File: src/rtl/vec_math_pkg.sv
// Shared constants, op encoding and saturation limits for the vector add/sub datapath.
// Pure declarations: no latency or flow control of its own.
package vec_math_pkg;

  localparam int DEFAULT_DATA_WIDTH = 32;
  localparam int DEFAULT_ARRAY_SIZE = 3;
  localparam int DEFAULT_OUT_DEPTH  = 4;

  typedef enum logic {
    OP_SUB = 1'b0,
    OP_ADD = 1'b1
  } op_e;

  // Limits are returned in the low `width` bits of a 64-bit word; callers slice them.
  function automatic logic [63:0] sat_max(input int unsigned width);
    sat_max = (64'd1 << (width - 1)) - 64'd1;
  endfunction

  function automatic logic [63:0] sat_min(input int unsigned width);
    sat_min = 64'd1 << (width - 1);
  endfunction

endpackage

File: src/rtl/vec_fifo_buf.sv
// First-word-fall-through buffer, 1-cycle write-to-visible latency; head reads 0 while empty.
// Push is refused only when full without a same-cycle pop; pop while empty is ignored.
module vec_fifo_buf #(
  parameter int WIDTH = 8,
  parameter int DEPTH = 4
) (
  input  logic                     clock,
  input  logic                     reset,
  input  logic                     push,
  input  logic [WIDTH-1:0]         push_dat,
  input  logic                     pop,
  output logic [WIDTH-1:0]         pop_dat,
  output logic                     empty,
  output logic                     full,
  output logic [$clog2(DEPTH):0]   count
);

  localparam int AW = $clog2(DEPTH);
  localparam int CW = AW + 1;

  logic [WIDTH-1:0] mem_q [DEPTH];
  logic [WIDTH-1:0] mem_d [DEPTH];
  logic [AW-1:0]    wr_ptr_q, wr_ptr_d;
  logic [AW-1:0]    rd_ptr_q, rd_ptr_d;
  logic [CW-1:0]    count_q, count_d;
  logic             do_push;
  logic             do_pop;

  assign empty   = (count_q == '0);
  assign full    = (count_q == CW'(DEPTH));
  assign count   = count_q;
  assign do_pop  = pop && !empty;
  assign do_push = push && (!full || do_pop);
  assign pop_dat = empty ? '0 : mem_q[rd_ptr_q];

  // DEPTH is a power of two, so pointer increment wraps for free.
  always_comb begin
    mem_d    = mem_q;
    wr_ptr_d = wr_ptr_q;
    rd_ptr_d = rd_ptr_q;
    count_d  = count_q;
    if (do_push) begin
      mem_d[wr_ptr_q] = push_dat;
      wr_ptr_d        = wr_ptr_q + AW'(1);
    end
    if (do_pop) begin
      rd_ptr_d = rd_ptr_q + AW'(1);
    end
    case ({do_push, do_pop})
      2'b10:   count_d = count_q + CW'(1);
      2'b01:   count_d = count_q - CW'(1);
      default: count_d = count_q;
    endcase
  end

  always_ff @(posedge clock) begin
    if (!reset) begin
      wr_ptr_q <= '0;
      rd_ptr_q <= '0;
      count_q  <= '0;
    end else begin
      wr_ptr_q <= wr_ptr_d;
      rd_ptr_q <= rd_ptr_d;
      count_q  <= count_d;
    end
  end

  always_ff @(posedge clock) begin
    mem_q <= mem_d;
  end

  a_no_overflow : assert property (@(posedge clock) disable iff (!reset) !(push && full && !pop));

endmodule

File: src/rtl/vec_addsub.sv
// Lane-wise signed add/sub with overflow flags into a FWFT result buffer, 1-cycle latency.
// Pops upstream only when the buffer has room or drains this cycle; VEC_ADDSUB_SAT_EN selects clamp vs wrap.
module vec_addsub
  import vec_math_pkg::*;
#(
  parameter int DATA_WIDTH = DEFAULT_DATA_WIDTH,
  parameter int ARRAY_SIZE = DEFAULT_ARRAY_SIZE,
  parameter int OUT_DEPTH  = DEFAULT_OUT_DEPTH
) (
  input  logic                                  clock,
  input  logic                                  reset,
  input  logic [ARRAY_SIZE-1:0][DATA_WIDTH-1:0] x,
  input  logic [ARRAY_SIZE-1:0][DATA_WIDTH-1:0] y,
  input  logic                                  op,
  input  logic                                  in_empty,
  output logic                                  in_rd_en,
  output logic [ARRAY_SIZE-1:0][DATA_WIDTH-1:0] out,
  output logic [ARRAY_SIZE-1:0]                 out_ovf,
  output logic                                  out_empty,
  input  logic                                  out_rd_en,
  output logic [$clog2(OUT_DEPTH):0]            out_count
);

  localparam int LANE_W = DATA_WIDTH + 1;
  localparam int BUF_W  = ARRAY_SIZE * LANE_W;

`ifdef VEC_ADDSUB_SAT_EN
  localparam logic [63:0]           SAT_MAX64 = sat_max(DATA_WIDTH);
  localparam logic [63:0]           SAT_MIN64 = sat_min(DATA_WIDTH);
  localparam logic [DATA_WIDTH-1:0] SAT_MAX   = SAT_MAX64[DATA_WIDTH-1:0];
  localparam logic [DATA_WIDTH-1:0] SAT_MIN   = SAT_MIN64[DATA_WIDTH-1:0];
`endif

  logic [ARRAY_SIZE-1:0][DATA_WIDTH:0]   ext_res;
  logic [ARRAY_SIZE-1:0][DATA_WIDTH-1:0] lane_res;
  logic [ARRAY_SIZE-1:0]                 lane_ovf;
  logic [ARRAY_SIZE-1:0][LANE_W-1:0]     wr_dat;
  logic [ARRAY_SIZE-1:0][LANE_W-1:0]     rd_dat;
  logic                                  buf_full;

  // The DATA_WIDTH+1 result is exact; overflow shows as its top two bits disagreeing.
  always_comb begin
    ext_res  = '0;
    lane_res = '0;
    lane_ovf = '0;
    wr_dat   = '0;
    for (int i = 0; i < ARRAY_SIZE; i++) begin
      if (op_e'(op) == OP_ADD) begin
        ext_res[i] = {x[i][DATA_WIDTH-1], x[i]} + {y[i][DATA_WIDTH-1], y[i]};
      end else begin
        ext_res[i] = {x[i][DATA_WIDTH-1], x[i]} - {y[i][DATA_WIDTH-1], y[i]};
      end
      lane_ovf[i] = ext_res[i][DATA_WIDTH] ^ ext_res[i][DATA_WIDTH-1];
`ifdef VEC_ADDSUB_SAT_EN
      if (lane_ovf[i]) begin
        lane_res[i] = ext_res[i][DATA_WIDTH] ? SAT_MIN : SAT_MAX;
      end else begin
        lane_res[i] = ext_res[i][DATA_WIDTH-1:0];
      end
`else
      lane_res[i] = ext_res[i][DATA_WIDTH-1:0];
`endif
      wr_dat[i] = {lane_ovf[i], lane_res[i]};
    end
  end

  // A full buffer can still accept when the head leaves in the same cycle.
  assign in_rd_en = reset && !in_empty && (!buf_full || out_rd_en);

  vec_fifo_buf #(
    .WIDTH (BUF_W),
    .DEPTH (OUT_DEPTH)
  ) u_buf (
    .clock    (clock),
    .reset    (reset),
    .push     (in_rd_en),
    .push_dat (wr_dat),
    .pop      (out_rd_en),
    .pop_dat  (rd_dat),
    .empty    (out_empty),
    .full     (buf_full),
    .count    (out_count)
  );

  always_comb begin
    out     = '0;
    out_ovf = '0;
    for (int i = 0; i < ARRAY_SIZE; i++) begin
      out[i]     = rd_dat[i][DATA_WIDTH-1:0];
      out_ovf[i] = rd_dat[i][DATA_WIDTH];
    end
  end

endmodule

File: config.mk
export PLATFORM = sky130hd
export DESIGN_NAME = vec_addsub
export DESIGN_NICKNAME = d
export VERILOG_FILES = /design/src/rtl/vec_math_pkg.sv /design/src/rtl/vec_fifo_buf.sv /design/src/rtl/vec_addsub.sv
export SDC_FILE = /design/constraint.sdc
export NUM_CORES = 1
export LEC_CHECK = 0
export ABC_CLOCK_PERIOD_IN_PS = 5040
export BUFFER_PORTS_ARGS = -buffer_cell sky130_fd_sc_hd__buf_2
export CAP_MARGIN = 20
export CORE_ASPECT_RATIO = 0.75
export CORE_UTILIZATION = 45
export CTS_CLUSTER_DIAMETER = 150
export DETAILED_ROUTE_END_ITERATION = 8
export HOLD_SLACK_MARGIN = 0.08
export SYNTH_ARGS = -nofsm -noshare
export SYNTH_HDL_FRONTEND = slang
export SYNTH_HIERARCHICAL = 1
export SYNTH_SLANG_ARGS = --single-unit
File: constraint.sdc
create_clock -name clock -period 5.04 [get_ports clock]
set_input_delay 0.252 -clock clock [delete_from_list [all_inputs] [get_ports clock]]
set_output_delay 0.252 -clock clock [all_outputs]
set_load 0.02 [all_outputs]
==> impl_metrics.tcl <==
set metrics [dict create \
    place_congestion 0.913 \
    syn_avg_cell_area_um2 13.3 \
    dpl-instance-area_um2 24600 \
    relSlewSlack_pct 31.2 \
    hold_ws_ps 106 \
    timing.fmax_mhz 242 \
    layout-drive-gt1-share_pct 25.2 \
    cts_sinks 403 \
    finalClockSkew_ps 13.0 \
    die_w_um 259 \
    synth_edf_count 396 \
    p_seq_share_pct 37.5 \
    final_common_cell "edfxtp_1" \
    arrival_ps 4460 \
    p_int_uw 7510 \
    grt_pass1_vias 14966 \
    htreeDepth 2 \
    synth_top_area_share_pct 53.2 \
    syn-num-nets 1980 \
    min_period_ps 4140 \
    fp-row-count 70 \
    finalSetupTns_ps 0 \
    groute.usage.overall_pct 22.1 \
    first_pass_iters 8 \
    cts_root_buf "clkbuf_16" \
    cts.reportedPaths.clkPinSlew_ps 60 \
    critPathMaxStageDelay_ps 380 \
    synth.largest_area_cell "edfxtp_1" \
    yosys_warnings 6 \
    p_leak_uw 0.00962 \
    hp-start "out_rd_en" \
    drv_cap 0 \
    seq_area_frac_synth_pct 53.9 \
    antenna_found_initial 7 \
    finalWirelength_mm 56.0 \
    worstHoldPathType "in2reg" \
    synth-seq-cells 403 \
    path_class "in2reg" \
    vias_per_cell 5.61 \
    comb_power_share_pct 37.2 \
    synth.distinct_cells 80 \
    cp_slowest_cell "nor2_1" \
    wl_per_cell_um 21.0 \
    die_y_um 195 \
    clk-insertion-delay-late_ps 530 \
    path_buf_inv 1 \
    ant_nets 0 \
    status "completed" \
    fin_cells 2673 \
    n_fill_cell 4232 \
    timing.final.hold_violations 0 \
    fin_area_um2 25900 \
    cts_buffer_depth 3 \
    critical_path.startpoint "y[67]" \
    rsz0062_at_grt "no" \
    netlist_top_cells_area "edfxtp_1, mux4_2, ha_1" \
    switchingPower_uw 4000 \
    worst_setup_path_start_kind "primary input" \
    ioPinCount 301 \
    syn_inst 1675 \
    cts_tree "done" \
    grt_pass1_wl_mm 85.5 \
    syn_to_final_growth_pct 16.0 \
    setup_violations 0 \
    drc 0 \
    dp_hpwl_mm 40.3 \
    syn_area_um2 22300 \
    async_reset_ff_share_pct 0 \
    grt_max_degree 62 \
    cts_buffers 41 \
    slew_violations 0 \
    vias 14986 \
    placed_cells 2593 \
    die_area_um2 50600 \
    initial_utilization_pct 45.7 \
    reg2reg_from "u_buf/count[0]" \
    critical_path_required_ps 5360 \
    path_max_fanout 6 \
    drt-initial-drc-count 1033 \
    swShare_pct 34.8 \
    critPathTopFamily "simple AND/OR/NAND/NOR gates" \
    clockPowerShare_pct 25.4 \
    layout_common_cells "edfxtp_1, buf_2, a21oi_1" \
    tightest_slew_ps 1030 \
    power_density_nw_per_um2 444 \
    cpMostUsedCell "xnor2_1" \
    end_kind "flip-flop" \
    worstPathCellList "buf_2 -> nor3_1 -> nand2_1 -> nor2_1 -> nand2_1 -> nor2_1 -> a21oi_1 -> xnor2_1 -> ha_1 -> and2_1 -> a22o_1 -> o41ai_1 -> o211ai_1 -> a41oi_2 -> o211ai_1 -> xor2_1 -> xnor2_1 -> xnor2_1" \
    coreArea_um2 48900 \
    grt_overflow 0 \
    timing.final.crit_share_pct 82.1 \
    io_buffers 300 \
    synth_flop_cell "edfxtp_1" \
    vdd_drop_max_uv 313 \
    nets 2294 \
]
cell type report:
class                           count  area [µm²]  share of cell area (%)
Clock buffer                       49        1060                    4.07
Clock inverter                     24         219                   0.845
Tap cell                          648         811                    3.13
Antenna cell                        6        15.0                  0.0579
Inverter                           50         188                   0.724
Sequential cell                   403       12000                    46.4
Multi-Input combinational cell   1174        9870                    38.1
Timing Repair Buffer              319        1720                    6.65
Yosys cell counts (3+ instances only):
cell      instances
a211oi_1         10
a21boi_0          5
a21o_1           37
a21oi_1         132
a221o_1           3
a311oi_1          3
a31oi_1          18
and2_1           13
and3_1           19
and4_1            6
buf_2            12
buf_6             9
clkbuf_1         26
dfxtp_1           7
edfxtp_1        396
fa_1              4
ha_1            104
inv_1            50
mux2_2            3
mux4_2           99
nand2_1          58
nand2b_1         13
nand3_1           9
nand3b_1          3
nand4_1           7
nor2_1          109
nor2b_1         115
nor3_1           40
nor3b_1           5
nor4_1           13
nor4_4            3
o211ai_1          8
o21a_1           19
o21ai_0          51
o21bai_1         18
or3_1             9
or4_4             3
xnor2_1          86
xor2_1           96
repair_timing:
action	4_1_cts	5_1_grt
hold buffers	1	0
setup buffers	0	0
hold endpoints to repair	7	0
gates resized for setup	0	0
final timing paths:
check                                    endpoint  slack, ps  cells after the start
worst min register to register  u_buf/wr_ptr_q[0]        500                      2
worst min-delay path            u_buf/rd_ptr_q[1]        110                      4
worst max-delay path             u_buf/mem_q[395]        900                     18
worst max register to register    u_buf/mem_q[99]       1960                      6
tightest hold or removal path: stages:
cell      delay, ps
buf_2           120
nand2_1          70
or3_1            90
a21boi_0         60
per-stage QoR:
stage	setup WS [ps]	power [µW]	utilization (%)
after floorplan	445	7310	-
after global placement	521	8660	50.4
after detailed placement	415	8710	50.4
after CTS	960	11700	53.0
after global routing	477	12100	53.0
final	903	11500	53.0
flip-flops by register name, indices dropped and copies added (netlist names):
register / count
u_buf/rd_ptr_q: 2
u_buf/wr_ptr_q: 2
u_buf/count: 3
u_buf/mem_q: 396
power groups by stage:
| stage | logic, µW | registers [µW] | clock network, µW |
|---|---|---|---|
| after floorplan | 3020 | 4290 | 0 |
| after global placement | 4280 | 4380 | 0 |
| after detailed placement | 4320 | 4390 | 0 |
| after CTS | 4340 | 4320 | 2990 |
| after global routing | 4640 | 4340 | 3110 |
| final | 4280 | 4310 | 2920 |
per-layer routing:
metal	share of wire (%)	GRT usage, %	wire (µm)
met1	46	31.2	25600
met2	47	35.4	26300
met3	5.4	3.69	3000
met4	2.0	5.88	1130
met5	0	0	0
cell families after synthesis:
family / count (synthesis) / share of synthesized area (%)
AOI/OAI and AO/OA: 340 / 9.73
xor gates and xnor gates: 183 / 7.21
adders and majority gates: 108 / 6.18
buffers and inverters: 98 / 2.03
DFF: 403 / 53.8
muxes: 104 / 10.2
and+or+nand+nor: 439 / 10.8
(Power assumes the default switching activity.)
